$ cat config.mk
export PLATFORM = sky130hd
export DESIGN_NAME = pc_sequencer
export DESIGN_NICKNAME = d
export VERILOG_FILES = /design/src/rtl/pc_seq_pkg.sv /design/src/rtl/ras_stack.sv /design/src/rtl/pc_sequencer.sv
export SDC_FILE = /design/constraint.sdc
export NUM_CORES = 1
export LEC_CHECK = 0
export ABC_CLOCK_PERIOD_IN_PS = 2800
export CELL_PAD_IN_SITES_DETAIL_PLACEMENT = 1
export CELL_PAD_IN_SITES_GLOBAL_PLACEMENT = 2
export CORE_UTILIZATION = 30
export CTS_BUF_LIST = sky130_fd_sc_hd__clkbuf_4 sky130_fd_sc_hd__clkbuf_8 sky130_fd_sc_hd__clkbuf_16
export DETAILED_ROUTE_END_ITERATION = 10
export GPL_ROUTABILITY_DRIVEN = 0
export GPL_TIMING_DRIVEN = 0
export PLACE_DENSITY = 0.81
export SYNTH_ARGS = -nofsm -noshare
export SYNTH_HDL_FRONTEND = slang
export SYNTH_SLANG_ARGS = --single-unit
$ cat constraint.sdc
create_clock -name clk -period 2.8 [get_ports clk]
set_input_delay 0.28 -clock clk [delete_from_list [all_inputs] [get_ports clk]]
set_output_delay 0.28 -clock clk [all_outputs]
set_load 0.01 [all_outputs]
$ cat src/rtl/pc_seq_pkg.sv
// Shared definitions for the fetch-stage PC sequencer: FSM states,
// next-PC select codes and the default address width.
package pc_seq_pkg;

  localparam int ADDR_W_DEF = 12;

  typedef enum logic [1:0] {
    BOOT = 2'd0,
    RUN  = 2'd1,
    HALT = 2'd2
  } state_t;

  typedef enum logic [2:0] {
    SEQ,
    BR,
    JMP,
    CALL,
    RET,
    HOLD
  } pc_sel_t;

endpackage

$ cat src/rtl/ras_stack.sv
// Circular return-address stack. A push onto a full stack overwrites the
// oldest entry and leaves the count saturated at DEPTH.
module ras_stack #(
  parameter int DEPTH = 4,
  parameter int W     = 12,
  localparam int PW   = $clog2(DEPTH),
  localparam int CW   = PW + 1
) (
  input  logic          clk,
  input  logic          rst,
  input  logic          push,
  input  logic          pop,
  input  logic [W-1:0]  din,
  output logic [W-1:0]  dout,
  output logic          full,
  output logic          empty,
  output logic [CW-1:0] count
);

  logic [W-1:0]  mem [DEPTH];
  logic [PW-1:0] wr_ptr;
  logic [PW-1:0] top_ptr;

  assign top_ptr = wr_ptr - PW'(1);
  assign dout    = mem[top_ptr];
  assign full    = (count == CW'(DEPTH));
  assign empty   = (count == '0);

  always_ff @(posedge clk or posedge rst) begin
    if (rst) begin
      wr_ptr <= '0;
      count  <= '0;
    end else if (push) begin
      wr_ptr <= wr_ptr + PW'(1);
      if (!full) count <= count + CW'(1);
    end else if (pop && !empty) begin
      wr_ptr <= top_ptr;
      count  <= count - CW'(1);
    end
  end

  // Entry storage needs no reset; count gates every read that matters.
  always_ff @(posedge clk) begin
    if (push) mem[wr_ptr] <= din;
  end

endmodule

$ cat src/rtl/pc_sequencer.sv
// Fetch-stage PC sequencer: picks the PC register's next address and stall,
// arbitrating branch/jump/call/return/hazard/halt, and flags IF/ID flushes.
//
// state | meaning
// BOOT  | single cycle after reset, PC held at 0
// RUN   | normal fetch under the redirect priority chain
// HALT  | PC frozen until resume
module pc_sequencer
  import pc_seq_pkg::*;
#(
  parameter int ADDR_W    = ADDR_W_DEF,
  parameter int RAS_DEPTH = 4,
  parameter int INC       = 1
) (
  input  logic              clk,
  input  logic              rst,
  input  logic [ADDR_W-1:0] curAddress,
  input  logic              hazardStall,
  input  logic              branchTaken,
  input  logic [ADDR_W-1:0] branchTarget,
  input  logic              jump,
  input  logic [ADDR_W-1:0] jumpTarget,
  input  logic              call,
  input  logic [ADDR_W-1:0] callTarget,
  input  logic [ADDR_W-1:0] retAddr,
  input  logic              ret,
  input  logic [ADDR_W-1:0] retFallback,
  input  logic              halt,
  input  logic              resume,
  output logic [ADDR_W-1:0] pcNext,
  output logic              pcStall,
  output logic              flushIFID,
  output logic              rasOverflow,
  output logic              rasUnderflow
);

  localparam int CW = $clog2(RAS_DEPTH) + 1;
  localparam logic [ADDR_W-1:0] INC_A = ADDR_W'(INC);

  state_t            state, state_nxt;
  pc_sel_t           sel;
  logic              ras_push, ras_pop, ras_full, ras_empty;
  logic              ovf_set, unf_set;
  logic [ADDR_W-1:0] ras_top;
  logic [CW-1:0]     ras_count;

  ras_stack #(.DEPTH(RAS_DEPTH), .W(ADDR_W)) u_ras (
    .clk   (clk),
    .rst   (rst),
    .push  (ras_push),
    .pop   (ras_pop),
    .din   (retAddr),
    .dout  (ras_top),
    .full  (ras_full),
    .empty (ras_empty),
    .count (ras_count)
  );

  always_ff @(posedge clk or posedge rst) begin
    if (rst) state <= BOOT;
    else     state <= state_nxt;
  end

  always_comb begin
    state_nxt = state;
    sel       = SEQ;
    pcStall   = 1'b0;
    flushIFID = 1'b0;
    ras_push  = 1'b0;
    ras_pop   = 1'b0;
    ovf_set   = 1'b0;
    unf_set   = 1'b0;
    case (state)
      BOOT: begin
        sel       = HOLD;
        pcStall   = 1'b1;
        state_nxt = RUN;
      end
      RUN: begin
        if (branchTaken) sel = BR;
        else if (jump) sel = JMP;
        else if (call) begin
          sel      = CALL;
          ras_push = 1'b1;
          ovf_set  = ras_full;
        end else if (ret) begin
          sel     = RET;
          ras_pop = !ras_empty;
          unf_set = ras_empty;
        end else if (hazardStall) begin
          sel     = HOLD;
          pcStall = 1'b1;
        end
        flushIFID = (sel inside {BR, JMP, CALL, RET});
        // The winning action still completes on the halting cycle.
        if (halt) state_nxt = HALT;
      end
      HALT: begin
        sel     = HOLD;
        pcStall = 1'b1;
        if (resume) state_nxt = RUN;
      end
      default: begin
        sel       = HOLD;
        pcStall   = 1'b1;
        state_nxt = BOOT;
      end
    endcase
  end

  always_comb begin
    pcNext = curAddress + INC_A;
    case (sel)
      BR:      pcNext = branchTarget;
      JMP:     pcNext = jumpTarget;
      CALL:    pcNext = callTarget;
      RET:     pcNext = ras_empty ? retFallback : ras_top;
      HOLD:    pcNext = curAddress;
      default: pcNext = curAddress + INC_A;
    endcase
    if (state == BOOT) pcNext = '0;
  end

  always_ff @(posedge clk or posedge rst) begin
    if (rst) begin
      rasOverflow  <= 1'b0;
      rasUnderflow <= 1'b0;
    end else begin
      if (ovf_set) rasOverflow  <= 1'b1;
      if (unf_set) rasUnderflow <= 1'b1;
    end
  end

  a_ras_count_bound: assert property (@(posedge clk) disable iff (rst)
    ras_count <= CW'(RAS_DEPTH));

endmodule
==> results.cfg, run 1 <==
[synthesis]
synth.area.top_cells = edfxtp_1, mux4_2, dfrtp_1
seq_area_frac_synth = 0.513
ys_top_cells_by_count = edfxtp_1, nand2_1, o21ai_0, mux4_2, a22o_1
syn_nets = 349
synth_edf_count = 48
synth.avg_cell_area_um2 = 12.4
synthCells = 262
ys_types = 56
async_reset_ff_frac = 0.158
synthMostInstantiatedCell = edfxtp_1
syn_area_um2 = 3250
synth_warnings = 0
yosysTopAreaCellShare = 0.444
synth_top_family_by_area = compound AO/OA/AOI/OAI gates
muxShareOfSynthArea = 0.0863
yosys.area_share.xor_xnor = 0.0108
ys_seq_elements = 57
synth_flop_cell = edfxtp_1
synth_adder_area_share = 0.0254
synth_compound_area_frac = 0.217
yosys.area.top_type = edfxtp_1
yosys.area_share.simple = 0.109

[sta]
finalCriticalPeriod_ns = 2.72
slew_viol_final = 0
hold_viol_final = 0
fin_skew_ns = 0.0105
relSlewSlack = 0.543
max_freq_mhz = 368
whs_ns = 0.237
worst_slew_pin_slew_ns = 0.685
period_share = 0.971
setup_viol = 0

[critical_path]
worst-endpoint-arrival_ns = 2.44
critPathMaxStageDelay_ns = 0.38
r2r_cells = 5
crit_path_end_kind = primary output
crit_fanout = 10
worstSetupPathType = flop to primary output
critPathTopFamily = buffers and inverters
rrSetupSlack_ns = 0.52
worst-path-buf-inv = 5
cp_slowest_cell = dfrtp_1
reg2reg_to = u_ras.mem[0][5]
critPathLaunchType = flop
reg2reg_from = state[1]
cp.required_ns = 2.52
crit_chain = buf_6, buf_12, inv_1, ha_4, buf_4, mux4_2, a2bb2oi_2, a31oi_1, dlygate4sd2_1

[routing]
routed_via_density = 5.36
dr.pass1.iters = 6
via_count = 2770
drc_errors = 0
wl_per_cell_um = 20.4
wl_mm = 10.5
drtIter0Drc = 129
ant_nets = 0

[placed_design]
place_inst = 493
numPortBuffers = 95
place_hpwl_mm = 7.85

[layout]
fillCellCount = 1123
stdcell_count = 517
post-route-util = 0.456
drive_above_1_share = 0.189
area_growth_pct = 46.3
diodes = 0
fin_nets = 465

[clock_tree]
clk_root_buffer_cell = clkbuf_8
clock_path_buffers = 2
h-tree-depth = 3
cts-buffers-inserted = 9
cts_hold_buf = 0
cts_tree = built
clk_latency_ns = 0.33
clock_sinks = 57
path_clk_slew_ns = 0.07

[floorplanning]
fp.coreArea_um2 = 10400
row_count = 37
dieArea_um2 = 11200
die_w_um = 106
io_pins = 97
start_util = 0.312
die_y_um = 106

[grt]
grt_pass1_wl_mm = 16.6
antenna_found_initial = 0
grt-ovfl-total = 0
grt_max_degree = 13
grt.total_usage = 0.195
grt_pass1_vias = 2964

[power_and_ir_drop]
pwr_density_cell_nw_per_um2 = 813
irDropWorstVdd_mv = 0.520
power.total_mw = 3.86
p_leak_nw = 1.64

[run]
cap_violations = 0

[outcome]
status = completed

[worst_hold_path]
min_path_type = input port to async pin
==> state kept, by name, summed over array words and instances (netlist names) <==
name and flops:
u_ras.mem 48, u_ras.count 3, state 2, u_ras.wr_ptr 2, rasOverflow 1, rasUnderflow 1
==> metal layers <==
metal / track usage / vias up / wire (um)
met5: 0 / - / 0
met4: 0.0446 / 0 / 78
met3: 0.0331 / 8 / 473
met2: 0.331 / 71 / 5320
met1: 0.262 / 1387 / 4660
li1: - / 1304 / -
==> where the power goes <==
| group | internal [mW] | switching, mW | total (mW) |
|---|---|---|---|
| combinational | 1.01 | 0.959 | 1.97 |
| sequential | 1.01 | 0.0814 | 1.09 |
| clock | 0.483 | 0.317 | 0.800 |
| total | 2.51 | 1.36 | 3.86 |
==> cells in the final DEF, fill, tap and decap left out, types with 5 or more instances in the layout <==
cell type	n
nor2_1	6
nand2_1	22
clkbuf_1	5
buf_4	13
dlygate4sd2_1	7
a2bb2oi_2	7
a22oi_1	8
o21ai_0	16
dfrtp_1	9
a31oi_1	7
a22o_1	11
a32oi_1	7
buf_2	5
edfxtp_1	48
nand3_1	6
mux4_2	12
a21oi_1	6
clkbuf_8	9
inv_1	6
clkdlybuf4s50_1	83
==> what timing repair did <==
action / 4_1_cts / 5_1_grt
gates resized for setup: 31 / 13
setup buffers: 1 / 10
setup endpoints to repair: 12 / 12
cloned: 0 / 0
pin swaps: 0 / 5
==> worst max-delay path by stage <==
stage	startpoint	end	slack, ns	depth (start not counted)
after floorplan	u_ras.wr_ptr[0]	pcNext[7]	0.26	8
after global placement	u_ras.wr_ptr[0]	pcNext[9]	-0.77	9
after detailed placement	u_ras.wr_ptr[0]	pcNext[9]	-0.78	9
after CTS	u_ras.wr_ptr[0]	pcNext[9]	0.007	9
after global routing	u_ras.wr_ptr[0]	pcNext[5]	-0.02	9
final	u_ras.wr_ptr[0]	pcNext[5]	0.08	9
==> cell type report <==
class | instances | area [um2] | share of cell area
flip-flops and latches | 57 | 1670 | 0.351
multi-input cells | 178 | 1530 | 0.323
repair buffers | 106 | 1020 | 0.215
well taps | 136 | 170 | 0.0358
plain buffers | 19 | 140 | 0.0295
clock buffers | 9 | 124 | 0.0261
clock inverters | 5 | 72.6 | 0.0153
inverters | 7 | 26.3 | 0.00553
==> cells by family (layout without fill, tap and decap cells) <==
logic type | after synthesis | in the layout
AOI/OAI and AO/OA | 91 | 91
and+or+nand+nor | 64 | 64
DFF | 57 | 57
buffers and inverters | 27 | 146
muxes | 13 | 13
adders and majority gates | 6 | 6
xor gates and xnor gates | 4 | 4
==> worst register-to-register path, stage by stage (launching register included) <==
cell and delay (ns):
dfrtp_1 0.40, and2b_2 0.31, and3_1 0.17, buf_2 0.19
buf_2 0.26, and2_1 0.58
==> metrics by stage <==
stage,setup slack (ns),setup TNS (ns),instance area [um2]
finish,0.0803,0,4750
global route,-0.0198,-0.0691,4750
CTS,0.00688,0,4650
detailed placement,-0.784,-6.70,4370
global placement,-0.771,-6.46,4370
floorplan,0.260,0,3250
Power figures use the tool's default switching activity.
==> run 2: changes to the inputs <==
==> constraint.sdc (replaced) <==
create_clock -name clk -period 2.8 [get_ports clk]
set_input_delay 0.42 -clock clk [delete_from_list [all_inputs] [get_ports clk]]
set_output_delay 0.42 -clock clk [all_outputs]
set_load 0.01 [all_outputs]
==> run 2 against run 1 <==
Largest power group unchanged. Global-route usage increased by 0.24 points. Largest cell class unchanged. Sequential share of layout area grew 0.10 points. Sequential power about the same. Routed wire length is 0.22% higher.
==> results.cfg, run 2 (synthesis gave the netlist of run 1 again) <==
[critical_path]
worstSetupPathType = input port to primary output
crit_path_end_kind = primary output
crit_fanout = 10
worst-endpoint-arrival_ns = 2.30
cp.required_ns = 2.38
reg2reg_to = u_ras.mem[1][7]
worst-path-buf-inv = 2
critPathTopFamily = buffers and inverters
critPathLaunchType = input port
critPathMaxStageDelay_ns = 0.63
r2r_cells = 5
reg2reg_from = state[1]
rrSetupSlack_ns = 0.54
cp_slowest_cell = clkdlybuf4s50_1
crit_chain = clkdlybuf4s50_1, nand3_4, o31a_1, o41ai_2, a31oi_1, dlygate4sd2_1

[layout]
drive_above_1_share = 0.215
post-route-util = 0.455
reg_top3 = u_ras.mem x48, u_ras.count x3
layout_common_cells = clkdlybuf4s50_1, edfxtp_1, nand2_1
top_register = u_ras.mem
multiInputGateArea_um2 = 1570
final_area_um2 = 4740
regArea_um2 = 1670
fillCellCount = 1133
largest_register_ffs = 48
final_common_cell = clkdlybuf4s50_1
stdcell_count = 512
fin_nets = 460
diodes = 0
area_growth_pct = 45.9

[clock_tree]
cts_hold_buf = 0
clk_root_buffer_cell = clkbuf_8
path_clk_slew_ns = 0.06
h-tree-depth = 3
clock_sinks = 57
clock_path_buffers = 2
cts_tree = built
clk_latency_ns = 0.33
cts-buffers-inserted = 9

[grt]
antenna_found_initial = 0
grt.total_usage = 0.198
grt_max_degree = 13
grt_pass1_vias = 3026
grt_pass1_wl_mm = 16.7
grt-ovfl-total = 0

[floorplanning]
die_w_um = 106
die_y_um = 106
row_count = 37
io_pins = 97
dieArea_um2 = 11200
start_util = 0.312
fp.coreArea_um2 = 10400

[routing]
via_count = 2769
ant_nets = 0
wl_mm = 10.5
drc_errors = 0
routed_via_density = 5.41
drtIter0Drc = 133
dr.pass1.iters = 4
wl_per_cell_um = 20.6

[placed_design]
placed_area_um2 = 4370
place_inst = 493
dp_slack_ns = -0.924
numPortBuffers = 95
place_hpwl_mm = 7.85

[sta]
finalCriticalPeriod_ns = 2.72
worst_slack_ns = 0.0838
tns_ns = 0
relSlewSlack = 0.562
slew_viol_final = 0
whs_ns = 0.377
hold_viol_final = 0
setup_viol = 0
period_share = 0.970
max_freq_mhz = 368
fin_skew_ns = 0.00769
worst_slew_pin_slew_ns = 0.657

[outcome]
status = completed

[power_and_ir_drop]
seqPwrFrac = 0.286
irDropWorstVdd_mv = 0.504
power.total_mw = 3.82
p_int_mw = 2.46
p_leak_nw = 1.65
pwr_density_cell_nw_per_um2 = 805
switching_share = 0.355
p_comb_frac = 0.504
clkPwrFrac = 0.210
p_switching_mw = 1.35

[worst_hold_path]
min_path_type = input port to async pin

[run]
cap_violations = 0
==> run 2: cell types whose count changed in the layout (fill, tap and decap cells not counted), moves of 3 or more <==
cell             before  now
buf_4                13    8
dlymetal6s2s_1        0    3
clkdlybuf4s50_1      83   76
buf_2                 5    9
==> run 2: worst max path at each step <==
stage	from	end	slack, ns	cells past startpoint
after floorplan	u_ras.wr_ptr[0]	pcNext[7]	0.12	8
after global placement	u_ras.wr_ptr[0]	pcNext[9]	-0.91	9
after detailed placement	u_ras.wr_ptr[0]	pcNext[9]	-0.92	9
after CTS	u_ras.wr_ptr[0]	pcNext[5]	0.001	9
after global routing	u_ras.wr_ptr[0]	pcNext[10]	-0.006	8
final	curAddress[4]	pcNext[11]	0.08	6
==> run 2: final cells by class <==
class                      count  share of cell area
buffer                        19              0.0309
clock buffer                   9              0.0261
clock inverter                 5              0.0153
inverter                       7             0.00555
multi-input combinational    178               0.332
sequential                    57               0.352
tap                          136              0.0359
timing repair buffer         101               0.203
==> run 2: timing repair <==
item                                    4_1_cts  5_1_grt
buffers inserted                              5        1
resized for setup                            62       17
pin swaps                                     5        4
endpoints found under the setup margin       13       12
==> run 2: power by group through the flow <==
stage	Combinational, mW	Sequential, mW	Clock, mW
after floorplan	1.04	1.09	0
after global routing	2.09	1.10	0.843
after CTS	1.94	1.09	0.820
final	1.92	1.09	0.800
after global placement	1.75	1.10	0
after detailed placement	1.76	1.11	0
==> run 2: routing by layer <==
layer	share of wire	track usage	vias to the layer above
met5	0	0	-
met4	0.0078	0.0476	0
met3	0.041	0.0319	8
met2	0.51	0.342	73
met1	0.45	0.259	1392
li1	-	-	1296
==> run 3: changes to the inputs <==
--- a/config.mk
+++ b/config.mk
@@ -14,6 +14,8 @@
 export GPL_ROUTABILITY_DRIVEN = 0
 export GPL_TIMING_DRIVEN = 0
 export PLACE_DENSITY = 0.81
+export RECOVER_POWER = 25
+export SETUP_SLACK_MARGIN = 0.05
 export SYNTH_ARGS = -nofsm -noshare
 export SYNTH_HDL_FRONTEND = slang
 export SYNTH_SLANG_ARGS = --single-unit
==> run 3 against run 2 <==
Combinational power hardly changed. Sequential power hardly changed. Power is 0.15% lower. Utilization is 0.084 points lower. Largest cell class unchanged. Highest routed layer unchanged.
==> results.cfg, run 3 (synthesis gave the netlist of run 1 again) <==
[routing]
wl_per_cell_um = 20.7
ant_nets = 0
routed_via_density = 5.38
dr.pass1.iters = 4
drtIter0Drc = 141
via_count = 2753
wl_mm = 10.6
drc_errors = 0

[grt]
grt_max_degree = 13
antenna_found_initial = 0
grt-ovfl-total = 0
grt_pass1_wl_mm = 16.8
grt.total_usage = 0.199
grt_pass1_vias = 3018

[layout]
final_common_cell = clkdlybuf4s50_1
reg_top3 = u_ras.mem x48, u_ras.count x3
area_growth_pct = 45.6
post-route-util = 0.454
largest_register_ffs = 48
drive_above_1_share = 0.226
top_register = u_ras.mem
layout_common_cells = clkdlybuf4s50_1, edfxtp_1, nand2_1
diodes = 0
fin_nets = 460
final_area_um2 = 4730

[power_and_ir_drop]
power.total_mw = 3.81
irDropWorstVdd_mv = 0.501
pwr_density_cell_nw_per_um2 = 806
p_leak_nw = 1.65

[sta]
relSlewSlack = 0.569
worst_slack_ns = 0.150
period_share = 0.946
worst_slew_pin_slew_ns = 0.646
finalCriticalPeriod_ns = 2.65
slew_viol_final = 0
max_freq_mhz = 377
fin_skew_ns = 0.00797
setup_viol = 0
hold_viol_final = 0
rsz0062_at_grt = no
whs_ns = 0.464

[floorplanning]
io_pins = 97
dieArea_um2 = 11200
die_w_um = 106
row_count = 37
fp.coreArea_um2 = 10400
die_y_um = 106
start_util = 0.312

[clock_tree]
cts-buffers-inserted = 9
cts_hold_buf = 0
h-tree-depth = 3
clock_path_buffers = 2
clk_root_buffer_cell = clkbuf_8
path_clk_slew_ns = 0.06
clock_sinks = 57
clk_latency_ns = 0.33
cts_tree = built

[run]
cap_violations = 0

[worst_hold_path]
min_path_type = flop to flop
hp-start = rasUnderflow

[critical_path]
crit_start = curAddress[7]
worst-endpoint-arrival_ns = 2.23
crit_path_end_kind = primary output
crit_fanout = 7
worstSetupPathType = input port to primary output
cp.required_ns = 2.38
reg2reg_from = state[1]
critPathLaunchType = input port

[placed_design]
numPortBuffers = 95
place_hpwl_mm = 7.85
placed_area_um2 = 4370
dp_slack_ns = -0.924

[outcome]
status = completed
-- run 3: metrics by stage --
| step | instances | TNS (ns) |
|---|---|---|
| final | 512 | 0 |
| after global routing | 512 | 0 |
| after CTS | 510 | 0 |
| after detailed placement | 493 | -8.71 |
| after global placement | 493 | -8.48 |
| after floorplan | 262 | 0 |
-- run 3: critical path, cell delays in order --
cell             delay (ns)
clkdlybuf4s50_1        0.62
nand4_1                0.20
o31a_1                 0.31
o41ai_2                0.35
a31oi_1                0.07
clkdlybuf4s15_1        0.25
-- run 3: area by class of cell --
cell class / instances / area [um2]
fill: 1128 / 5690
sequential: 57 / 1670
multi-input combinational: 178 / 1580
timing repair buffer: 101 / 947
tap: 136 / 170
buffer: 19 / 146
clock buffer: 9 / 124
clock inverter: 5 / 72.6
inverter: 7 / 26.3
-- run 3: where the power goes --
part	leakage, nW	switching [mW]	internal, mW	total, mW
sequential	0.542	0.0812	1.01	1.09
clock	0.100	0.314	0.483	0.797
combinational	1.00	0.964	0.957	1.92
total	1.65	1.36	2.45	3.81
-- run 3: final timing paths --
check | endpoint | slack, ns | depth (start not counted)
min reg2reg | rasUnderflow | 0.46 | 1
min | rasUnderflow | 0.46 | 1
max reg2reg | u_ras.mem[1][7] | 0.54 | 5
max | pcNext[11] | 0.15 | 6
max in group asynchronous | rasUnderflow | 2.01 | 2
min in group asynchronous | u_ras.count[1] | 0.51 | 2
-- run 3: timing repair --
item	CTS	global route
setup endpoints to repair	13	12
setup buffers	4	2
pin swaps	8	4
endpoints found under the hold margin	0	0
gates resized for setup	75	13
gates cloned	0	0
-- run 3: per-layer routing --
metal  wire length [um]  track usage
met5                  0            0
met4                 86       0.0476
met3                468       0.0331
met2               5400        0.341
met1               4650        0.261
